==> config.mk <==
export PLATFORM = sky130hd
export DESIGN_NAME = led_green_scheduler
export DESIGN_NICKNAME = d
export VERILOG_FILES = /design/src/rtl/led_sched_pkg.sv /design/src/rtl/led_green_scheduler_rr_arbiter.sv /design/src/rtl/led_green_scheduler.sv
export SDC_FILE = /design/constraint.sdc
export NUM_CORES = 1
export LEC_CHECK = 0
export ABC_CLOCK_PERIOD_IN_PS = 4100
export CAP_MARGIN = 20
export CORE_MARGIN = 10
export CORE_UTILIZATION = 40
export CTS_CLUSTER_SIZE = 30
export DETAILED_ROUTE_END_ITERATION = 12
export DONT_BUFFER_PORTS = 1
export PLACE_DENSITY_LB_ADDON = 0.25
export SETUP_SLACK_MARGIN = 0.2
export SYNTH_ARGS = -nofsm -noshare
export SYNTH_HDL_FRONTEND = slang
export SYNTH_SLANG_ARGS = --single-unit
==> constraint.sdc <==
create_clock -name clk -period 4.1 [get_ports clk]
set_input_delay 0.82 -clock clk [delete_from_list [all_inputs] [get_ports clk]]
set_output_delay 0.82 -clock clk [all_outputs]
set_load 0.005 [all_outputs]
==> src/rtl/led_sched_pkg.sv <==
// Shared types and constants for the green-LED PIO write scheduler.
package led_sched_pkg;

  typedef enum logic [1:0] {
    ST_IDLE  = 2'd0,
    ST_WRITE = 2'd1,
    ST_DWELL = 2'd2
  } state_e;

  localparam logic [1:0] PIO_ADDR_DATA = 2'd0;
  localparam int         AVALON_DATA_W = 32;

endpackage

==> src/rtl/led_green_scheduler_rr_arbiter.sv <==
// Combinational round-robin pick: search upward from last+1 with wrap.
module rr_arbiter #(
  parameter  int N  = 3,
  localparam int LW = (N > 1) ? $clog2(N) : 1
) (
  input  logic [N-1:0]  req,
  input  logic [LW-1:0] last,
  output logic [N-1:0]  grant,
  output logic [LW-1:0] grant_idx,
  output logic          any
);

  always_comb begin
    grant     = '0;
    grant_idx = '0;
    any       = 1'b0;
    for (int off = 1; off <= N; off++) begin
      if (!any && req[(int'(last) + off) % N]) begin
        any                            = 1'b1;
        grant[(int'(last) + off) % N]  = 1'b1;
        grant_idx                      = LW'((int'(last) + off) % N);
      end
    end
  end

endmodule

==> src/rtl/led_green_scheduler.sv <==
// Arbitrates LED updates from several requesters into single PIO writes,
// suppressing redundant values and enforcing a minimum dwell between writes.
//
// state | meaning
// IDLE  | accept one request from the round-robin pick
// WRITE | one-cycle Avalon write strobe to the PIO
// DWELL | hold-off so the LEDs cannot flicker
module led_green_scheduler
  import led_sched_pkg::*;
#(
  parameter int NUM_REQ      = 3,
  parameter int LED_WIDTH    = 9,
  parameter int DWELL_CYCLES = 1024
) (
  input  logic                           clk,
  input  logic                           reset,
  input  logic [NUM_REQ-1:0]             req_valid,
  input  logic [NUM_REQ*LED_WIDTH-1:0]   req_data,
  output logic [NUM_REQ-1:0]             req_ready,
  output logic [1:0]                     pio_address,
  output logic                           pio_chipselect,
  output logic                           pio_write_n,
  output logic [AVALON_DATA_W-1:0]       pio_writedata,
  output logic [LED_WIDTH-1:0]           shadow,
  output logic                           busy
);

  localparam int LW = (NUM_REQ > 1) ? $clog2(NUM_REQ) : 1;
  localparam int CW = $clog2(DWELL_CYCLES + 1);

  state_e                   state_q, state_d;
  logic [LW-1:0]            last_q, last_d;
  logic [LED_WIDTH-1:0]     cap_q, cap_d;
  logic [LED_WIDTH-1:0]     shadow_q, shadow_d;
  logic [CW-1:0]            cnt_q, cnt_d;
  logic                     cs_q, cs_d;
  logic                     wrn_q, wrn_d;
  logic [AVALON_DATA_W-1:0] wdata_q, wdata_d;

  logic [NUM_REQ-1:0]       grant;
  logic [LW-1:0]            grant_idx;
  logic                     any;
  logic [LED_WIDTH-1:0]     sel_data;

  rr_arbiter #(.N(NUM_REQ)) u_arb (
    .req       (req_valid),
    .last      (last_q),
    .grant     (grant),
    .grant_idx (grant_idx),
    .any       (any)
  );

  assign sel_data = req_data[int'(grant_idx)*LED_WIDTH +: LED_WIDTH];

  always_comb begin
    state_d   = state_q;
    last_d    = last_q;
    cap_d     = cap_q;
    shadow_d  = shadow_q;
    cnt_d     = cnt_q;
    req_ready = '0;
    case (state_q)
      ST_IDLE: begin
        if (any) begin
          req_ready = grant;
          last_d    = grant_idx;
          cap_d     = sel_data;
          if (sel_data != shadow_q) state_d = ST_WRITE;
        end
      end
      ST_WRITE: begin
        shadow_d = cap_q;
        cnt_d    = CW'(DWELL_CYCLES - 1);
        state_d  = ST_DWELL;
      end
      ST_DWELL: begin
        if (cnt_q == '0) state_d = ST_IDLE;
        else             cnt_d   = cnt_q - CW'(1);
      end
      default: state_d = ST_IDLE;
    endcase
    // PIO strobes are registered off the next state so they align with WRITE.
    cs_d    = (state_d == ST_WRITE);
    wrn_d   = !cs_d;
    wdata_d = cs_d ? {{(AVALON_DATA_W-LED_WIDTH){1'b0}}, cap_d} : '0;
  end

  always_ff @(posedge clk or posedge reset) begin
    if (reset) begin
      state_q  <= ST_IDLE;
      last_q   <= LW'(NUM_REQ - 1);
      cap_q    <= '0;
      shadow_q <= '0;
      cnt_q    <= '0;
      cs_q     <= 1'b0;
      wrn_q    <= 1'b1;
      wdata_q  <= '0;
    end else begin
      state_q  <= state_d;
      last_q   <= last_d;
      cap_q    <= cap_d;
      shadow_q <= shadow_d;
      cnt_q    <= cnt_d;
      cs_q     <= cs_d;
      wrn_q    <= wrn_d;
      wdata_q  <= wdata_d;
    end
  end

  assign pio_address    = PIO_ADDR_DATA;
  assign pio_chipselect = cs_q;
  assign pio_write_n    = wrn_q;
  assign pio_writedata  = wdata_q;
  assign shadow         = shadow_q;
  assign busy           = (state_q != ST_IDLE);

endmodule

# == After elaboration in Yosys (flattened, before gate mapping) ==
# Index checks and enable logic that the tools add are counted.
# totals
ff_bits,44
input_bits,32
elab_cells,79
output_inout_bits,49
# classes
div,3
n_bitwise,2
n_addsub,4
n_lt_le_gt_ge,6
reduce_logical,14
eq_ne,5
shifts,1
n_mul,1
n_mux,35
# ops
cell,count
$ge 32x1->1 const B,3
$lt 32x4->1 const B,3
$mod 32x3->32 const B,3
$mux 9,3
$shiftx 27x7->9,1
$pmux 11 s2,1
$mux 3,5
$mux 1,12
$mux 2,6
$logic_not 11->1,1
$mux 11,1
$sub 11x1->11 const B,1
$ne 9x9->1,1
$add 2x2->3 const B,2
$bmux 1 s2,3
$demux 1 s2,3
$mul 2x4->6 const B,1
$or 3x3->3,2
$pmux 2 s3,1
$logic_and 1x1->1,5
$eq 2x1->1 const B,2
$reduce_and 2->1,2
$reduce_bool 2->1,2
$add 2x1->3 const B,1
4 further kinds,6

# == Longest topological paths before layout ==
# logic_depth
depth_word,20
mapped_depth,14
depth_no_buf,11

# == Modules after synthesis ==
# From an unflattened synthesis, not the netlist that was laid out.
# hier_totals
hier_cells,261
hier_area_um2,2568.7
# modules_own_cells
mod,cells_per_inst,area_each_um2,seq_area_each_um2,instances
led_green_scheduler,221,2287.2,1103.6,1
rr_arbiter,40,281.5,0.0,1

# == Least setup slack after synthesis ==
# No wires, ideal clock.
# synth_path
path_type,register -> register
start,register last_q[1]
end,"register wdata_q[4], in the netlist pio_writedata[4]"
arrival_time_ns,2.853
path_buffers,3
stages_incl_launch_ff,14
required_ns,3.960
path_slack_ns,1.107
path_cell_list,dfstp_2 ha_1 buf_6 nand2_1 o21ai_1 a211oi_2 buf_6 mux2_1 a22oi_2 xor2_1 nand4_1 nor4_2 buf_6 nor3_2
# synth_via
elab_chain_len,20
# synth_lines
element,line_no,source
"start, declared",led_green_scheduler.sv:32,"logic [LW-1:0] last_q, last_d;"
"start signal, assigned",led_green_scheduler.sv:91,last_q <= LW'(NUM_REQ - 1);
"start signal, assigned",led_green_scheduler.sv:100,last_q <= last_d;
$add 2x1->3,"led_green_scheduler_rr_arbiter.sv:18, led_green_scheduler_rr_arbiter.sv:21",
$mod 32x3->32,"led_green_scheduler_rr_arbiter.sv:18, led_green_scheduler_rr_arbiter.sv:21",
$bmux 1 s2,led_green_scheduler_rr_arbiter.sv:18,if (!any && req[(int'(last) + off) % N]) begin
$mux 1 (not written as such) (2 in a row),led_green_scheduler_rr_arbiter.sv:18,
$mux 1,led_green_scheduler_rr_arbiter.sv:18,
$logic_not 1->1,led_green_scheduler_rr_arbiter.sv:18,
$logic_and 1x1->1,led_green_scheduler_rr_arbiter.sv:18,
$mux 1,led_green_scheduler_rr_arbiter.sv:18,
[... 4 more ...],n/a,
$shiftx 27x7->9,led_green_scheduler.sv:53,assign sel_data = req_data[int'(grant_idx)*LED_WIDTH +: LED_WIDTH];
$ne 9x9->1,led_green_scheduler.sv:68,if (sel_data != shadow_q) state_d = ST_WRITE;
$mux 2,led_green_scheduler.sv:68,
$mux 2,led_green_scheduler.sv:64,if (any) begin
$pmux 2 s3,led_green_scheduler.sv:62,case (state_q)
$eq 2x1->1,led_green_scheduler.sv:83,cs_d = (state_d == ST_WRITE);
$mux 9 (*),led_green_scheduler.sv:85,"wdata_d = cs_d ? {{(AVALON_DATA_W-LED_WIDTH){1'b0}}, cap_d} : '0;"
named net wdata_d[4],led_green_scheduler.sv:38,"logic [AVALON_DATA_W-1:0] wdata_q, wdata_d;"
"end signal, assigned",led_green_scheduler.sv:106,wdata_q <= wdata_d;
"end, declared",led_green_scheduler.sv:38,
# Mark *: on every way through the listed nets, which the timed path passes. The rest lies on a longest branch. The select of a mux whose other input is x is not followed.
# A chain may end at the register's enable or synchronous reset.

# == Worst setup path after layout ==
# layout_path
start,register last_q[0]
end,"register wdata_q[8], in the netlist pio_writedata[8]"
# Same word-level chain as after synthesis.

==> summary.txt <==
STA
  • Worst-margin pin slew: around 740 ps
  • Crit share post-route: 0.809
  • Total negative slack: 0 ps
  • Max Clock Skew: between 8 and 9 ps
  • Rel. slew slack: 0.506
  • Final Hold Fails: 0
  • Maximum clock rate: 302 MHz
  • Final Max Slew Viols: 0
  • Final Setup Violations: 0
  • RSZ-0062 raised after global routing: no
  • Final min period: roughly 3300 ps

Power and ir drop
  • Static Leak: about 1.1 nW
  • P_sw: roughly 0.95 mW
  • Max rail drop VDD: 0.384 mV
  • Flop pwr share: 0.336
  • Comb pwr share: 0.514
  • Clock share of power: 0.151
  • Internal: between 1 and 1.5 mW
  • Cell Pwr Density: about 810 nW/µm²
  • Sw Share: 0.441
  • Power Total: between 2 and 2.5 mW

Layout
  • Share of cells above drive strength 1: 0.172
  • Design Area, Final: ~2600 µm²
  • Final Util: 0.417
  • P&R area growth vs syn: 1.64%
  • Antenna fix cells: 0
  • Post-Layout Cell Count: 338
  • Nets@finish: between 200 and 300

Detailed routing
  • Routed Antenna Nets: 0
  • Wire length on met2: about 2500 µm
  • Met3 wire length: approximately 460 µm
  • Metal1 wirelength: between 2000 and 3000 µm
  • Iter 0 DRT Violations: slightly above 70
  • Routed len/inst: around 17 µm
  • Drt drc: 0
  • Via density: 5.00
  • DR vias: around 1700
  • Final WL: between 5000 and 6000 µm
  • DR top layer: met4
  • Router iterations before antenna repair: 4

CTS
  • Count of hold-fix buffers inserted at cts: 0
  • CTS Buf Count: 5
  • Clock Pin Slew Worst Setup and Hold Paths: around 80 ps
  • Post-CTS setup buffer count: 0
  • TritonCTS clock tree: done
  • Clock root buffer: clkbuf_8
  • Num Clock Sinks: 44
  • Worst-Skew Late Latency: 290 ps
  • Clock buffer depth: 2
  • H-tree level count: 2
  • Post_cts resized: 0

Floorplanning
  • Die Area: slightly above 10000 µm²
  • Core area: ~6300 µm²
  • Die Wd: roughly 100 µm
  • Io pins: a little over 80
  • Initial core utilization: 0.410
  • Die Y: roughly 100 µm
  • FP Rows: 29

Yosys
  • Mux cell area share after synthesis: 0.0594
  • Sequential share of the synthesized area: 0.426
  • Cell variety after synth: between 40 and 50
  • Yosys reg bits: 44
  • Leading area contributor after synthesis: dfrtp_1
  • Synth warn: 0
  • Syn Area/Cell: a little under 10 µm²
  • Main combinational cell family by area after synthesis: simple AND/OR/NAND/NOR gates
  • Synthesized-area fraction occupied by and/or/nand/nor cells: 0.197
  • Netlist Area Pre-Place: between 2000 and 3000 µm²
  • Main area contributors after synthesis: dfrtp_1, buf_4, nand2_1
  • Synth Area in Compound Gates: 0.121
  • Post-Syn Instances: roughly 260
  • Adder-cell area share of the yosys netlist: 0.0241
  • XOR/XNOR share of the synthesized area: 0.0507
  • Post-synth top area share: 0.406

Place
  • Buffers added on ports: 0
  • Detail Placement HPWL: ~4300 µm
  • Gp weighted congestion: between 0.8 and 0.9
  • Post-DP Area: between 2000 and 3000 µm²
  • Dpl cells: between 300 and 400

Worst setup path
  • Most used cell, CP: buf_4
  • Critical-path maximum fanout: 12
  • Worst R2R Start: last_q[0]$_DFFE_PP0P_
  • Endpoint class of the critical path: flop
  • CP arrival: between 3000 and 4000 ps
  • Cells along the critical path: inv_1, ha_1, nand2b_1, a21oi_2, a211oi_2, buf_4, mux2_2, a22oi_2, xor2_1, nand4_1, nor4_2, buf_4, nor3b_1
  • Setup crit start kind: flop
  • Worst setup path start: last_q[0]$_DFFE_PP0P_
  • Crit Path Class: flop to flop
  • CP max stage cell: ha_1
  • CP max stage delay: about 460 ps
  • Top Family by Delay on Critical Path: simple AND/OR/NAND/NOR gates
  • Bufs and invs on worst path: 3
  • WP data required: 4270 ps

Global routing
  • Largest net degree at the start of global routing: 45
  • GRT overflow: 0
  • Total Routing Usage GR: 0.109
  • Vias in the first global route: 1711
  • First-pass GRT wire length: a little under 9000 µm
  • Initial antenna violation count: 0

Worst hold path
  • Hold Startpoint: cap_q[7]$_DFF_PP0_
  • Hold WC Path Type: flop to flop

Outcome
  • Status: complete, no violations

Run
  • Number of max-cap violations: 0
-- tightest hold or removal path, cell delays in order (launching register included) --
cell,delay [ps]
dfrtp_1,350
nand2_1,50
nand2_1,50
-- flip-flops by register name, indices dropped and copies added (netlist names) --
name and count:
cnt_q 11, cap_q 9, pio_writedata 9, shadow 9, last_q 2, state_q 2
pio_chipselect 1, pio_write_n 1
-- Yosys cell counts (all sizes together) --
| cell | instances |
|---|---|
| a22oi | 10 |
| ha | 5 |
| dfrtp | 42 |
| conb | 1 |
| nand2 | 47 |
| xor2 | 10 |
| a21oi | 5 |
| or3 | 1 |
| a21o | 1 |
| o31ai | 1 |
| clkbuf | 7 |
| and4 | 1 |
| nand4 | 1 |
| a22o | 2 |
| nor3b | 1 |
| nor2 | 12 |
| or2 | 3 |
| nand3b | 3 |
| inv | 8 |
| nand3 | 5 |
| nor2b | 3 |
| a211oi | 1 |
| mux2 | 11 |
| nand4b | 1 |
| mux2i | 3 |
| a311oi | 1 |
| a221oi | 1 |
| buf | 31 |
| nor4 | 4 |
| xnor2 | 5 |
| o21ai | 16 |
| o21a | 3 |
| nor3 | 12 |
| nand2b | 3 |
| dfstp | 2 |
-- per-layer routing --
| metal | track usage | vias to the layer above |
|---|---|---|
| li1 | - | 829 |
| met1 | 0.137 | 799 |
| met2 | 0.172 | 55 |
| met5 | 0 | - |
| met3 | 0.0418 | 8 |
| met4 | 0.0293 | 0 |
-- cell families after synthesis --
kind of cell,count (synthesis)
AOI/OAI and AO/OA,41
other,1
and+or+nand+nor,97
DFF,44
buffers and inverters,46
muxes,14
xor gates and xnor gates,15
adders and majority gates,5
-- through the flow --
| step | setup WS [ps] | hold WS (ps) |
|---|---|---|
| after floorplan | 1110 | 433 |
| after global placement | 774 | 446 |
| after detailed placement | 752 | 449 |
| after CTS | 737 | 467 |
| after global routing | 468 | 489 |
| final | 785 | 462 |
-- worst paths after layout --
path | to | slack, ps | depth (start not counted)
min reg2reg | shadow[7]$_DFFE_PP0P_ | 460 | 2
min | shadow[7]$_DFFE_PP0P_ | 460 | 2
max in group asynchronous | last_q[1]$_DFFE_PP1P_ | 3180 | 2
max reg2reg | pio_writedata[8]$_DFF_PP0_ | 780 | 13
max | pio_writedata[8]$_DFF_PP0_ | 780 | 13
min in group asynchronous | cnt_q[8]$_DFFE_PP0P_ | 540 | 2
-- cells in the final DEF (no fill, tap or decap), types with 4 or more instances in the layout --
cell type and instances:
a22oi_2 7, nor3_2 8, o21ai_0 7, ha_1 5
clkbuf_8 5, buf_4 4, dfrtp_1 42, o21ai_1 8
nand2_1 47, nor2_1 10, xor2_1 10, inv_1 7
nand3_1 5, conb_1 25, mux2_2 8, xnor2_1 5
a21oi_1 4
-- power by group through the flow --
stage | sequential [mW] | combinational (mW) | clock, mW
after floorplan | 0.690 | 0.980 | 0
after global placement | 0.731 | 1.10 | 0
after detailed placement | 0.733 | 1.11 | 0
after CTS | 0.726 | 1.12 | 0.337
after global routing | 0.745 | 1.24 | 0.351
final | 0.720 | 1.10 | 0.323
-- final cells by class --
cell class                      count  area [µm²]
Sequential cell                    44        1100
Timing Repair Buffer                4        30.0
Clock inverter                      2        35.0
Inverter                            8        30.0
Fill cell                         637        3680
Clock buffer                        6        72.6
Tap cell                           77        96.3
Multi-Input combinational cell    197        1270
Power figures use the tool's default switching activity.
